### config.mk
export PLATFORM = sky130hd
export DESIGN_NAME = wld_handshake_ctrl
export DESIGN_NICKNAME = d
export VERILOG_FILES = /design/src/rtl/picomips_ctrl_pkg.sv /design/src/rtl/wld_handshake_ctrl_sw_debounce.sv /design/src/rtl/wld_handshake_ctrl.sv
export SDC_FILE = /design/constraint.sdc
export NUM_CORES = 1
export LEC_CHECK = 0
export CAP_MARGIN = 20
export CORE_AREA = 2 2 39 41
export DETAILED_ROUTE_END_ITERATION = 12
export DIE_AREA = 0 0 41 43
export GPL_ROUTABILITY_DRIVEN = 0
export PLACE_DENSITY = 0.7
export SYNTH_ARGS = -nofsm -noshare
export SYNTH_HDL_FRONTEND = slang
export SYNTH_SLANG_ARGS = --single-unit
### constraint.sdc
create_clock -name clk -period 2.9 [get_ports clk]
set_input_delay 0.725 -clock clk [delete_from_list [all_inputs] [get_ports clk]]
set_output_delay 0.725 -clock clk [all_outputs]
set_load 0.01 [all_outputs]
### src/rtl/picomips_ctrl_pkg.sv
// Shared control definitions for the picoMIPS sequencing logic: opcode
// constants used by the controllers and the WLD handshake state encoding.
`ifndef OPCODE_SIZE
`define OPCODE_SIZE 3
`endif

package picomips_ctrl_pkg;

  localparam int OPCODE_W = `OPCODE_SIZE;

  typedef logic [OPCODE_W-1:0] opcode_t;

  // Core opcode map of the picoMIPS instruction set
  localparam opcode_t OP_ADD   = opcode_t'(0);
  localparam opcode_t OP_ADDI  = opcode_t'(1);
  localparam opcode_t OP_MULT  = opcode_t'(2);
  localparam opcode_t OP_MULTI = opcode_t'(3);
  localparam opcode_t OP_WLD0  = opcode_t'(4);
  localparam opcode_t OP_WLD1  = opcode_t'(5);

  // Wait-and-load opcodes as seen by the handshake controller
  localparam opcode_t WLD0 = OP_WLD0;
  localparam opcode_t WLD1 = OP_WLD1;

  typedef enum logic [1:0] {
    IDLE = 2'd0,
    WAIT = 2'd1,
    LOAD = 2'd2,
    TMO  = 2'd3
  } wld_state_t;

endpackage

### src/rtl/wld_handshake_ctrl_sw_debounce.sv
// Two-flop synchroniser followed by a debounce counter for the raw
// handshake switch. The debounced level only changes after DEBOUNCE_CYCLES
// consecutive synchronised samples disagree with it.
module sw_debounce
  import picomips_ctrl_pkg::*;
#(
  parameter int DEBOUNCE_CYCLES = 16
) (
  input  logic clk,
  input  logic nReset,
  input  logic sw8,
  output logic sw_level
);

  localparam int CW = $clog2(DEBOUNCE_CYCLES + 1);
  localparam logic [CW-1:0] CNT_MAX = CW'(DEBOUNCE_CYCLES - 1);

  logic [1:0]    sync_q;
  logic          sw_sync;
  logic [CW-1:0] cnt;

  assign sw_sync = sync_q[1];

  // Synchronise the switch, then count consecutive disagreeing samples
  always_ff @(posedge clk or negedge nReset) begin
    if (!nReset) begin
      sync_q   <= 2'b00;
      sw_level <= 1'b0;
      cnt      <= '0;
    end else begin
      sync_q <= {sync_q[0], sw8};
      if (sw_sync != sw_level) begin
        if (cnt == CNT_MAX) begin
          sw_level <= ~sw_level;
          cnt      <= '0;
        end else begin
          cnt <= cnt + CW'(1);
        end
      end else begin
        cnt <= '0;
      end
    end
  end

endmodule

### src/rtl/wld_handshake_ctrl.sv
// Wait-and-load sequencing controller for WLD0/WLD1. Stalls the PC while a
// WLD waits for the debounced switch to reach the required level, then
// issues a one-cycle register-file load enable.
// Optional feature: define WAIT_TIMEOUT_EN to abandon a wait after
// TIMEOUT_CYCLES cycles (pulses timeout_err, releases the stall, no load).
module wld_handshake_ctrl
  import picomips_ctrl_pkg::*;
#(
  parameter int OPCODE_SIZE     = `OPCODE_SIZE,
  parameter int DEBOUNCE_CYCLES = 16,
  parameter int TIMEOUT_CYCLES  = 1024
) (
  input  logic                   clk,
  input  logic                   nReset,
  input  logic [OPCODE_SIZE-1:0] opcode,
  input  logic                   sw8,
  output logic                   pc_stall,
  output logic                   load_en,
  output logic                   sw_level,
  output logic                   timeout_err
);

  localparam logic [OPCODE_SIZE-1:0] WLD0_OP = OPCODE_SIZE'(WLD0);
  localparam logic [OPCODE_SIZE-1:0] WLD1_OP = OPCODE_SIZE'(WLD1);

  wld_state_t state, state_nxt;
  logic       target;
  logic       is_wld;

  assign is_wld = (opcode == WLD0_OP) || (opcode == WLD1_OP);

  sw_debounce #(
    .DEBOUNCE_CYCLES(DEBOUNCE_CYCLES)
  ) u_sw_debounce (
    .clk     (clk),
    .nReset  (nReset),
    .sw8     (sw8),
    .sw_level(sw_level)
  );

`ifdef WAIT_TIMEOUT_EN
  localparam int TW = $clog2(TIMEOUT_CYCLES + 1);
  localparam logic [TW-1:0] TMO_MAX = TW'(TIMEOUT_CYCLES - 1);

  logic [TW-1:0] tmo_cnt;

  // Wait-cycle counter: held at zero outside WAIT so it restarts on entry
  always_ff @(posedge clk or negedge nReset) begin
    if (!nReset) begin
      tmo_cnt <= '0;
    end else if (state == WAIT) begin
      tmo_cnt <= tmo_cnt + TW'(1);
    end else begin
      tmo_cnt <= '0;
    end
  end
`else
  assign timeout_err = 1'b0;
`endif

  // State register and latch of the switch level the WLD is waiting for
  always_ff @(posedge clk or negedge nReset) begin
    if (!nReset) begin
      state  <= IDLE;
      target <= 1'b0;
    end else begin
      state <= state_nxt;
      if (state == IDLE && is_wld) begin
        target <= (opcode == WLD1_OP);
      end
    end
  end

  // Next-state and output decode; the IDLE stall is gated by nReset so the
  // stall drops the instant reset is asserted even with a WLD on the bus
  always_comb begin
    state_nxt = state;
    pc_stall  = 1'b0;
    load_en   = 1'b0;
`ifdef WAIT_TIMEOUT_EN
    timeout_err = 1'b0;
`endif
    case (state)
      IDLE: begin
        pc_stall = is_wld && nReset;
        if (is_wld) begin
          state_nxt = WAIT;
        end
      end
      WAIT: begin
        pc_stall = 1'b1;
        if (sw_level == target) begin
          state_nxt = LOAD;
`ifdef WAIT_TIMEOUT_EN
        end else if (tmo_cnt == TMO_MAX) begin
          state_nxt = TMO;
`endif
        end
      end
      LOAD: begin
        load_en   = 1'b1;
        state_nxt = IDLE;
      end
`ifdef WAIT_TIMEOUT_EN
      TMO: begin
        timeout_err = 1'b1;
        state_nxt   = IDLE;
      end
`endif
      default: begin
        state_nxt = IDLE;
      end
    endcase
  end

endmodule
==> metrics.txt, run 1 <==
combinational family with the most area after synthesis=simple AND/OR/NAND/NOR gates; Resized cells post-CTS=0; fin. max-slew vios=0; Yosys reg bits=11; fill count=137; I/O pins=10; Cell Rows=14; Worst Setup SP=opcode[2]; register area=275.3 µm²; min-delay src=u_sw_debounce.sync_q[0]; area taken by multi-input logic gates=183.9 µm²; hpwl dp=508.2 µm; CP startpoint kind=input port; syn nets=44; Routed WL per cell=9.492 µm; Skew-Pair Late Insertion Delay=0.26 ns; Post-Syn Instances=37; CORE AREA=1384 µm²; CTS Buf Count=3; Worst Hold Class=register to register; Switch Pwr=0.1020 mW; IO Port Bufs=8; H-tree levels=1; placed cell count=61; RR Startpoint=u_sw_debounce.cnt[0]; Area growth syn-to-layout=27.08%; hold depth=0; Int Pwr=0.2940 mW; maximum vdd drop=366.6 µV; postcts setup bufs=0; placed inst area=566.8 µm²; Synth Area in Simple Gates=0.1903; outcome=finished clean; final non-filler cell total=65; largest net degree at the start of global routing=12; Final #Nets=57; Max Cap Viol=0; DR vias=284; post-route ant nets=0; initial core utilization=0.3373; WL final=617 µm; antenna fix cells=0; DRT iter0 DRCs=5; clock network power share=0.242; TritonCTS clock tree=yes; register area share after synthesis=0.5898; Avg Cell Area, Syn=12.61 µm²; Pleak=0.2854 nW; CP endpoint kind=output port; vias in the first global route=260; total grt overflow=0; Synth Area in Adders=0.02681; via/cell ratio=4.369; sequential cell fraction of total power=0.515; CP required=2.17 ns; Yosys top cell area share=0.5898; reg2reg path depth=4; Clock Sinks=11; deepest clock path buffer count=2; die height=43 µm; # hold bufs at CTS=0; share of cells above drive strength 1=0.1633; pwr dens=667.7 nW/µm²; Clock Root Buffer=clkbuf_4; Switching Fraction=0.2575; first-pass GRT wire length=1035 µm; RR Endpoint=u_sw_debounce.sw_level; total track usage=0.09250; Final Power=0.3960 mW; Yosys cell types=19; Post-Synth XOR/XNOR Area=0.07507; initial antenna violation count=0; area of the mapped netlist=466.7 µm²; Final Instance Area=593.1 µm²; critical path fanouts, max=3; chip width=41 µm; fmax=0.3658 GHz; Comb power frac=0.243; CTS clk-pin slew, worst paths=0.06 ns; Fin. Hold Viols=0; top cells by area, synth=dfrtp_1 59%, xor2_1 5.6%, nor2_1 4.0%, mux2_4 3.2%, nor2b_4 2.9%; TritonRoute pass-1 iters=2; Critical Path AT=2.01 ns; setup tns final=0 ns; drt drc=0; Hold EP=u_sw_debounce.sync_q[1]; post-synthesis mux area share=0.05630; Setup Viol. Count Final=0; WS Path Type=input port to output port; Final Util=0.4286; fin crit period=2.734 ns; Clock Skew=0.004252 ns; period utilization=0.9426; RSZ-0062 raised after global routing=false; post-synth top area cell=dfrtp_1; R2R Setup Slk=1.66 ns; Synth Area in Compound Gates=0.03753; Synth Warn #=0; total die area=1763 µm²
logic make-up after synthesis:
| family | after synthesis |
|---|---|
| AOI/OAI and AO/OA | 3 |
| other | 1 |
| DFF | 11 |
| adders and majority gates | 1 |
| muxes | 2 |
| and+or+nand+nor | 14 |
| buffers and inverters | 1 |
| xor gates and xnor gates | 4 |
layout by cell type (no fill, tap or decap), types with 2 or more instances in the layout:
master | Yosys | final
clkdlybuf4s50_1 | 0 | 8
dfrtp_1 | 11 | 11
nand3_1 | 2 | 2
clkbuf_4 | 0 | 3
and2_1 | 2 | 2
nor2_1 | 5 | 5
xor2_1 | 3 | 3
how the worst max path moves through the flow:
stage / slack [ns] / depth (start not counted) / to
after floorplan: 1.10 / 3 / pc_stall
after global placement: 0.16 / 5 / pc_stall
after detailed placement: 0.16 / 5 / pc_stall
after CTS: 0.16 / 5 / pc_stall
after global routing: 0.1 / 5 / pc_stall
final: 0.17 / 5 / pc_stall
area by class of cell:
class / instances / area share
Clock buffer: 4 / 0.04430
Timing Repair Buffer: 9 / 0.1477
Multi-Input combinational cell: 25 / 0.3101
Sequential cell: 11 / 0.4641
Tap cell: 16 / 0.03376
state kept, by name, indices dropped and copies added (netlist names):
name,count
u_sw_debounce.cnt,5
state,2
u_sw_debounce.sync_q,2
target,1
u_sw_debounce.sw_level,1
cell usage after synthesis:
cell and count:
dfrtp_1 11, nor2_1 5, xor2_1 3, and2_1 2
nand3_1 2, a211oi_1 1, a21oi_1 1, and3_1 1
and3b_1 1, buf_4 1, conb_1 1, ha_1 1
mux2_2 1, mux2_4 1, nor2b_1 1, nor2b_4 1
nor3b_2 1, o21ai_1 1, xnor2_1 1
routing by layer:
| layer | global-route usage | share of wire | up-vias |
|---|---|---|---|
| li1 | - | - | 145 |
| met1 | 0.1215 | 0.46 | 132 |
| met2 | 0.1156 | 0.48 | 5 |
| met3 | 0.04712 | 0.050 | 2 |
| met4 | 0.06000 | 0.016 | 0 |
| met5 | 0 | 0 | - |
stage by stage:
stage,worst slack (ns),hold slack [ns]
2_1_floorplan,1.100,0.3312
3_3_place_gp,0.1617,0.3439
3_5_place_dp,0.1586,0.3410
4_1_cts,0.1565,0.3541
5_1_grt,0.09859,0.3578
6_report,0.1665,0.3495
power by group through the flow:
| stage | registers [mW] | logic [mW] | clock network (mW) |
|---|---|---|---|
| after floorplan | 0.202 | 0.0586 | 0 |
| after global placement | 0.207 | 0.0960 | 0 |
| after detailed placement | 0.208 | 0.0972 | 0 |
| after CTS | 0.205 | 0.0979 | 0.0995 |
| after global routing | 0.208 | 0.109 | 0.108 |
| final | 0.204 | 0.0961 | 0.0959 |
worst max-delay path, cell delays in order:
cell	delay, ns
clkdlybuf4s50_1	0.45
nor2b_4	0.15
a21oi_1	0.07
nor2_1	0.08
clkdlybuf4s50_1	0.53
No activity file was read; power rests on OpenSTA's default activity.
==> run 2: changes to the inputs <==
--- a/config.mk
+++ b/config.mk
@@ -14,3 +14,4 @@
 export SYNTH_ARGS = -nofsm -noshare
 export SYNTH_HDL_FRONTEND = slang
 export SYNTH_SLANG_ARGS = --single-unit
+export TNS_END_PERCENT = 10
==> results of run 2 <==
The final DEF is identical to that of run 1; final timing and power are the same.
